$ cat src/rtl/midi_uart.sv
`default_nettype none
// +--------------------------------------------------------------------+
// | midi_uart : MIDI UART with TX/RX FIFOs, bit timing from a tick ce  |
// | Revision  : 1.0                                                    |
// +--------------------------------------------------------------------+
module midi_uart #(
  parameter int DEPTH     = 4,
  parameter int BIT_TICKS = 32,
  parameter int INT_LEAD  = 15
) (
  input  logic       clk_sys,
  input  logic       rst_n,
  input  logic       ce,
  input  logic       wr,
  input  logic [7:0] din,
  input  logic       rd,
  output logic [7:0] dout,
  input  logic       rx,
  output logic       tx,
  output logic       int_tx,
  output logic       int_rx,
  output logic       tx_full,
  output logic       tx_busy,
  output logic       rx_overrun,
  output logic       rx_ferr
);

  localparam int AW = $clog2(DEPTH);
  localparam int FW = $clog2(10 * BIT_TICKS);
  localparam int TW = $clog2(BIT_TICKS);
  localparam logic [FW-1:0] FRAME_LAST = FW'(10 * BIT_TICKS - 1);
  localparam logic [FW-1:0] LEAD       = FW'(INT_LEAD);
  localparam logic [TW-1:0] BIT_LAST   = TW'(BIT_TICKS - 1);
  localparam logic [TW-1:0] HALF_LAST  = TW'(BIT_TICKS / 2 - 1);

  typedef enum logic [1:0] {S_IDLE, S_START, S_DATA, S_STOP} state_t;

  // TX side
  logic [7:0]    txm_q [DEPTH];
  logic [7:0]    txm_d [DEPTH];
  logic [AW:0]   txw_q, txw_d, txr_q, txr_d;
  state_t        tx_st_q, tx_st_d;
  logic [TW-1:0] tx_tick_q, tx_tick_d;
  logic [2:0]    tx_bit_q, tx_bit_d;
  logic [7:0]    tx_sh_q, tx_sh_d;
  logic          tx_line_q, tx_line_d;
  logic [FW-1:0] frame_q, frame_d;
  logic          int_tx_q, int_tx_d;
  logic          tx_load, tx_push, tx_empty, tx_full_c;

  // RX side
  logic [7:0]    rxm_q [DEPTH];
  logic [7:0]    rxm_d [DEPTH];
  logic [AW:0]   rxw_q, rxw_d, rxr_q, rxr_d;
  state_t        rx_st_q, rx_st_d;
  logic [TW-1:0] rx_tick_q, rx_tick_d;
  logic [2:0]    rx_bit_q, rx_bit_d;
  logic [7:0]    rx_sh_q, rx_sh_d;
  logic          rx_s1_q, rx_s2_q, rx_s3_q;
  logic          ovr_q, ovr_d, ferr_q, ferr_d;
  logic          rx_push, rx_pop, ovr_set, ferr_set, rx_empty, rx_full, rx_fall;

  assign tx_empty  = (txw_q == txr_q);
  assign tx_full_c = (txw_q[AW] != txr_q[AW]) && (txw_q[AW-1:0] == txr_q[AW-1:0]);
  // A pop in the same cycle frees the slot the write lands in
  assign tx_push   = wr && (!tx_full_c || tx_load);

  assign rx_empty  = (rxw_q == rxr_q);
  assign rx_full   = (rxw_q[AW] != rxr_q[AW]) && (rxw_q[AW-1:0] == rxr_q[AW-1:0]);
  assign rx_pop    = rd && !rx_empty;
  assign rx_fall   = rx_s3_q && !rx_s2_q;

  assign tx         = tx_line_q;
  assign int_tx     = int_tx_q;
  assign tx_full    = tx_full_c;
  assign tx_busy    = (tx_st_q != S_IDLE) || !tx_empty;
  assign int_rx     = !rx_empty;
  assign rx_overrun = ovr_q;
  assign rx_ferr    = ferr_q;
  assign dout       = rx_empty ? 8'hFF : rxm_q[rxr_q[AW-1:0]];

  always_comb begin : tx_fifo
    txm_d = txm_q;
    txw_d = txw_q;
    txr_d = txr_q;
    if (tx_push) begin
      txm_d[txw_q[AW-1:0]] = din;
      txw_d = txw_q + 1'b1;
    end
    if (tx_load) txr_d = txr_q + 1'b1;
  end

  always_comb begin : tx_fsm
    tx_st_d   = tx_st_q;
    tx_tick_d = tx_tick_q;
    tx_bit_d  = tx_bit_q;
    tx_sh_d   = tx_sh_q;
    tx_line_d = tx_line_q;
    frame_d   = frame_q;
    int_tx_d  = int_tx_q;
    tx_load   = 1'b0;
    if (ce && tx_st_q != S_IDLE) begin
      frame_d   = frame_q - 1'b1;
      tx_tick_d = tx_tick_q - 1'b1;
      if (tx_st_q == S_STOP && tx_tick_q == '0) int_tx_d = 1'b0;
      else if (frame_q == LEAD)                 int_tx_d = 1'b1;
    end
    if (ce) begin
      case (tx_st_q)
        S_IDLE:  tx_load = !tx_empty;
        S_START: if (tx_tick_q == '0) begin
          tx_line_d = tx_sh_q[0];
          tx_sh_d   = {1'b0, tx_sh_q[7:1]};
          tx_bit_d  = '0;
          tx_tick_d = BIT_LAST;
          tx_st_d   = S_DATA;
        end
        S_DATA: if (tx_tick_q == '0) begin
          tx_tick_d = BIT_LAST;
          if (tx_bit_q == 3'd7) begin
            tx_line_d = 1'b1;
            tx_st_d   = S_STOP;
          end else begin
            tx_line_d = tx_sh_q[0];
            tx_sh_d   = {1'b0, tx_sh_q[7:1]};
            tx_bit_d  = tx_bit_q + 1'b1;
          end
        end
        S_STOP: if (tx_tick_q == '0) begin
          tx_st_d = S_IDLE;
          tx_load = !tx_empty;
        end
        default: tx_st_d = S_IDLE;
      endcase
    end
    // Popping the head starts a frame; from STOP this chains frames with no gap
    if (tx_load) begin
      tx_sh_d   = txm_q[txr_q[AW-1:0]];
      tx_line_d = 1'b0;
      tx_tick_d = BIT_LAST;
      frame_d   = FRAME_LAST;
      tx_st_d   = S_START;
    end
  end

  always_comb begin : rx_fsm
    rx_st_d   = rx_st_q;
    rx_tick_d = rx_tick_q;
    rx_bit_d  = rx_bit_q;
    rx_sh_d   = rx_sh_q;
    rx_push   = 1'b0;
    ovr_set   = 1'b0;
    ferr_set  = 1'b0;
    case (rx_st_q)
      S_IDLE: if (rx_fall) begin
        rx_st_d   = S_START;
        rx_tick_d = HALF_LAST;
      end
      S_START: if (ce) begin
        if (rx_tick_q != '0) rx_tick_d = rx_tick_q - 1'b1;
        else if (rx_s2_q)    rx_st_d = S_IDLE;
        else begin
          rx_st_d   = S_DATA;
          rx_tick_d = BIT_LAST;
          rx_bit_d  = '0;
        end
      end
      S_DATA: if (ce) begin
        if (rx_tick_q != '0) rx_tick_d = rx_tick_q - 1'b1;
        else begin
          rx_sh_d   = {rx_s2_q, rx_sh_q[7:1]};
          rx_tick_d = BIT_LAST;
          rx_bit_d  = rx_bit_q + 1'b1;
          if (rx_bit_q == 3'd7) rx_st_d = S_STOP;
        end
      end
      S_STOP: if (ce) begin
        if (rx_tick_q != '0) rx_tick_d = rx_tick_q - 1'b1;
        else begin
          rx_st_d = S_IDLE;
          if (!rx_s2_q)     ferr_set = 1'b1;
          else if (rx_full) ovr_set  = 1'b1;
          else              rx_push  = 1'b1;
        end
      end
      default: rx_st_d = S_IDLE;
    endcase
  end

  always_comb begin : rx_fifo
    rxm_d  = rxm_q;
    rxw_d  = rxw_q;
    rxr_d  = rxr_q;
    ovr_d  = ovr_set  ? 1'b1 : (rd ? 1'b0 : ovr_q);
    ferr_d = ferr_set ? 1'b1 : (rd ? 1'b0 : ferr_q);
    if (rx_push) begin
      rxm_d[rxw_q[AW-1:0]] = rx_sh_q;
      rxw_d = rxw_q + 1'b1;
    end
    if (rx_pop) rxr_d = rxr_q + 1'b1;
  end

  always_ff @(posedge clk_sys or negedge rst_n) begin
    if (!rst_n) begin
      for (int i = 0; i < DEPTH; i++) begin
        txm_q[i] <= '0;
        rxm_q[i] <= '0;
      end
      txw_q     <= '0;
      txr_q     <= '0;
      tx_st_q   <= S_IDLE;
      tx_tick_q <= '0;
      tx_bit_q  <= '0;
      tx_sh_q   <= '0;
      tx_line_q <= 1'b1;
      frame_q   <= '0;
      int_tx_q  <= 1'b0;
      rxw_q     <= '0;
      rxr_q     <= '0;
      rx_st_q   <= S_IDLE;
      rx_tick_q <= '0;
      rx_bit_q  <= '0;
      rx_sh_q   <= '0;
      rx_s1_q   <= 1'b1;
      rx_s2_q   <= 1'b1;
      rx_s3_q   <= 1'b1;
      ovr_q     <= 1'b0;
      ferr_q    <= 1'b0;
    end else begin
      txm_q     <= txm_d;
      rxm_q     <= rxm_d;
      txw_q     <= txw_d;
      txr_q     <= txr_d;
      tx_st_q   <= tx_st_d;
      tx_tick_q <= tx_tick_d;
      tx_bit_q  <= tx_bit_d;
      tx_sh_q   <= tx_sh_d;
      tx_line_q <= tx_line_d;
      frame_q   <= frame_d;
      int_tx_q  <= int_tx_d;
      rxw_q     <= rxw_d;
      rxr_q     <= rxr_d;
      rx_st_q   <= rx_st_d;
      rx_tick_q <= rx_tick_d;
      rx_bit_q  <= rx_bit_d;
      rx_sh_q   <= rx_sh_d;
      rx_s1_q   <= rx;
      rx_s2_q   <= rx_s1_q;
      rx_s3_q   <= rx_s2_q;
      ovr_q     <= ovr_d;
      ferr_q    <= ferr_d;
    end
  end

endmodule
`default_nettype wire

$ cat config.mk
export PLATFORM = sky130hd
export DESIGN_NAME = midi_uart
export DESIGN_NICKNAME = d
export VERILOG_FILES = /design/src/rtl/midi_uart.sv
export SDC_FILE = /design/constraint.sdc
export NUM_CORES = 1
export LEC_CHECK = 0
export BUFFER_PORTS_ARGS = -buffer_cell sky130_fd_sc_hd__buf_2
export CAP_MARGIN = 5
export CELL_PAD_IN_SITES_DETAIL_PLACEMENT = 1
export CELL_PAD_IN_SITES_GLOBAL_PLACEMENT = 1
export CORE_UTILIZATION = 45
export CTS_CLUSTER_SIZE = 8
export DETAILED_ROUTE_END_ITERATION = 12
export GPL_TIMING_DRIVEN = 1
export PLACE_DENSITY_LB_ADDON = 0.1
export SLEW_MARGIN = 10
export SYNTH_ARGS = -nofsm -noshare
export SYNTH_HDL_FRONTEND = slang
export SYNTH_SLANG_ARGS = --single-unit
$ cat constraint.sdc
create_clock -name clk_sys -period 6.28 [get_ports clk_sys]
set_clock_uncertainty 0.2 [all_clocks]
set_input_delay 0.314 -clock clk_sys [delete_from_list [all_inputs] [get_ports clk_sys]]
set_output_delay 0.314 -clock clk_sys [all_outputs]
set_load 0.01 [all_outputs]
==> reports/metrics.cfg <==
[outcome]
status = completed

[cts]
cts_buffers = 17
clkSinkCount = 128
clkLatencyLatePin_ps = 420
clock_path_buffers = 2
htreeDepth = 4
cts_resized = 0
post_cts_buffers = 0
path_clk_slew_ps = 60
cts_tree = built
cts_root_buffer = clkbuf_16

[synthesis]
syn-num-nets = 533
synth_top_area_share_pct = 48.4
synth_seq_cells = 128
synth_edf_count = 0
yosysSeqAreaShare_pct = 50.1
syn_avg_cell_area_um2 = 13.0
yosys_warnings = 0
ys_types = 53
netlist_instances = 491
synthFlopType = dfrtp_1
netlist_area_mm2 = 0.00641
async_reset_ff_share_pct = 100
yosysTopAreaCell = dfrtp_1
synth.area.top_cells = dfrtp_1 48%, mux2_4 7.5%, mux2_2 7.0%

[setup_path]
reg2reg_from = txr_q[0]
worstPathMaxFanout = 12
worstPathRequired_ps = 5770
cpPeakStageDelay_ps = 840
setup.worst_path.end = tx_busy
criticalPathCategory = register to output port
cp.arrival_ps = 2560
cp.depth = 4
cpMaxStageDelayCell = nor3b_1
r2r_end = tx_sh_q[2]
reg2reg_depth = 5
cp_num_buf_inv = 1
r2r_slack_ps = 3320
crit_family = simple AND/OR/NAND/NOR gates
path_cells = xor2_1, nor3b_1, nand2_1, buf_2
critPathLaunch = txr_q[0]
crit_path_start_kind = register
end_kind = output port

[detailed_routing]
via_count = 3964
drtAntennaViolNets = 0
drc = 0
avgViaCountPerCell = 5.45
drt_iter0_markers = 160
drt_wl_total_mm = 13.3
post_drt_wl_per_cell_um = 18.3
drt-pass1-iter-count = 4

[place]
dp_cells = 685
place_congestion = 0.751
post-dp-hpwl_mm = 8.69
port_buffers = 28

[finish]
nets = 577
drive_gt1_share_pct = 34.1
multi_input_area_mm2 = 0.00298
antenna_cells = 0
fin_util_pct = 53.2
syn_to_final_growth_pct = 15.4
seq_area_mm2 = 0.00321
fillers = 1403
final_cells = 728

[sta]
setup_viol = 0
worstMarginPinSlew_ps = 1050
max_freq_mhz = 326
slew_violations = 0
tns_ps = 0
hold_viol = 0
holdWs_ps = 153
rsz0062_at_grt = no
post-route-min-period_ps = 3070
slew_headroom_pct = 30.0
fin_crit_sh_pct = 48.9

[pwr]
p_per_area_mw_per_mm2 = 493
peakVddDrop_v = 0.000219
leakage_nw = 3.43

[floorplan]
die_area_mm2 = 0.0147
core_mm2 = 0.0139
start_util_pct = 46.2
ios = 29
die_w_um = 121
rows = 43
die_y_um = 121

[flow_run]
maxCapViolations = 0

[worst_hold_path]
hp-class = input pin to register

[global_route]
grt_pass1_wl_mm = 22.7
grt_max_degree = 83
grt_pass1_vias = 4399
grt_usage_pct = 20.7
gr-total-overflow = 0
antenna_found_initial = 0

placed cells by master, fill, tap and decap left out, types with 14 or more instances in the layout:
cell | synthesis | final
mux4_2 | 16 | 16
xnor2_1 | 14 | 14
buf_2 | 3 | 27
ha_1 | 28 | 28
mux2_2 | 40 | 40
o21ai_0 | 18 | 18
inv_1 | 24 | 24
clkbuf_16 | 0 | 17
nor2_1 | 22 | 22
dfrtp_1 | 124 | 124
mux2_4 | 32 | 32
nand2_1 | 36 | 36
power breakdown:
group,internal (mW),switching [mW]
Clock,0.672,0.376
Sequential,1.09,0.277
Combinational,0.655,0.574
Total,2.42,1.23
cell families after synthesis:
family,count (synthesis),synth area share [%]
multiplexers,92,20.8
flip-flops,128,50.1
AO/OA/AOI/OAI,63,7.21
buffers and inverters,39,3.42
adder cells (fa/ha/maj),28,5.47
XOR/XNOR,24,3.28
AND/OR/NAND/NOR,117,9.73
cell usage after synthesis (4+ instances only):
cell type / number
clkbuf_1: 7
xor2_1: 10
nor3_1: 8
mux2_4: 32
ha_1: 28
nor2_1: 22
buf_12: 4
or2_2: 10
mux2_2: 40
xnor2_1: 14
and2_4: 4
mux4_2: 16
nand3_1: 7
a21oi_1: 11
inv_1: 24
dfstp_2: 4
nand2_1: 36
o221a_2: 9
nand2_2: 4
o21ai_0: 18
dfrtp_1: 124
or3_1: 8
worst register-to-register path, stage by stage (launching register included):
cell and delay, ps:
dfrtp_1 750, xor2_1 180, nor3b_1 840, or2_2 420, o21ai_2 170, o221a_2 280
layout make-up:
| class | instances | share of cell area [%] |
|---|---|---|
| inverters | 24 | 1.22 |
| multi-input cells | 324 | 40.3 |
| clock buffers | 18 | 5.94 |
| well taps | 180 | 3.05 |
| flip-flops and latches | 128 | 43.4 |
| repair buffers | 40 | 3.52 |
| clock inverters | 14 | 2.54 |
metrics by stage:
stage               power [mW]  area [µm²]  setup WS [ps]
finish                    3.64        7390           3210
global route              3.89        7390           2930
CTS                       3.69        7390           3070
detailed placement        2.61        6650           3290
global placement          2.54        6650           3420
floorplan                 2.30        6410           3900
how the worst min path moves through the flow:
stage               startpoint                         end  cells after the start
global route                wr                    txw_q[0]                      3
floorplan                rst_n  asynchronous set/reset pin                      0
finish                      wr                    txw_q[0]                      3
detailed placement     rx_s1_q                     rx_s2_q                      0
CTS                         wr                    txw_q[0]                      3
global placement         rst_n                   rxm_q[18]                      1
what timing repair did:
| action | in CTS | in global routing |
|---|---|---|
| hold buffers | 11 | 0 |
| hold endpoints to repair | 81 | 0 |
| endpoints found under the setup margin | 0 | 0 |
registers in the layout (all words and copies together), names as in the netlist, 2 cells and up, named ones only:
register and count:
frame_q 9, tx_sh_q 8, rx_sh_q 8, rx_bit_q 3, txr_q 3, tx_bit_q 3
rxm_q 32, txw_q 3, rxr_q 3, rxw_q 3, tx_st_q 2, txm_q 32
rx_tick_q 5, tx_tick_q 5
per-layer routing:
metal / track usage [%] / part of all wire (%)
met3: 7.24 / 2.9
met4: 5.32 / 0.95
met5: 0 / 0
met2: 34.0 / 50
met1: 25.9 / 46
Power figures use the tool's default switching activity.
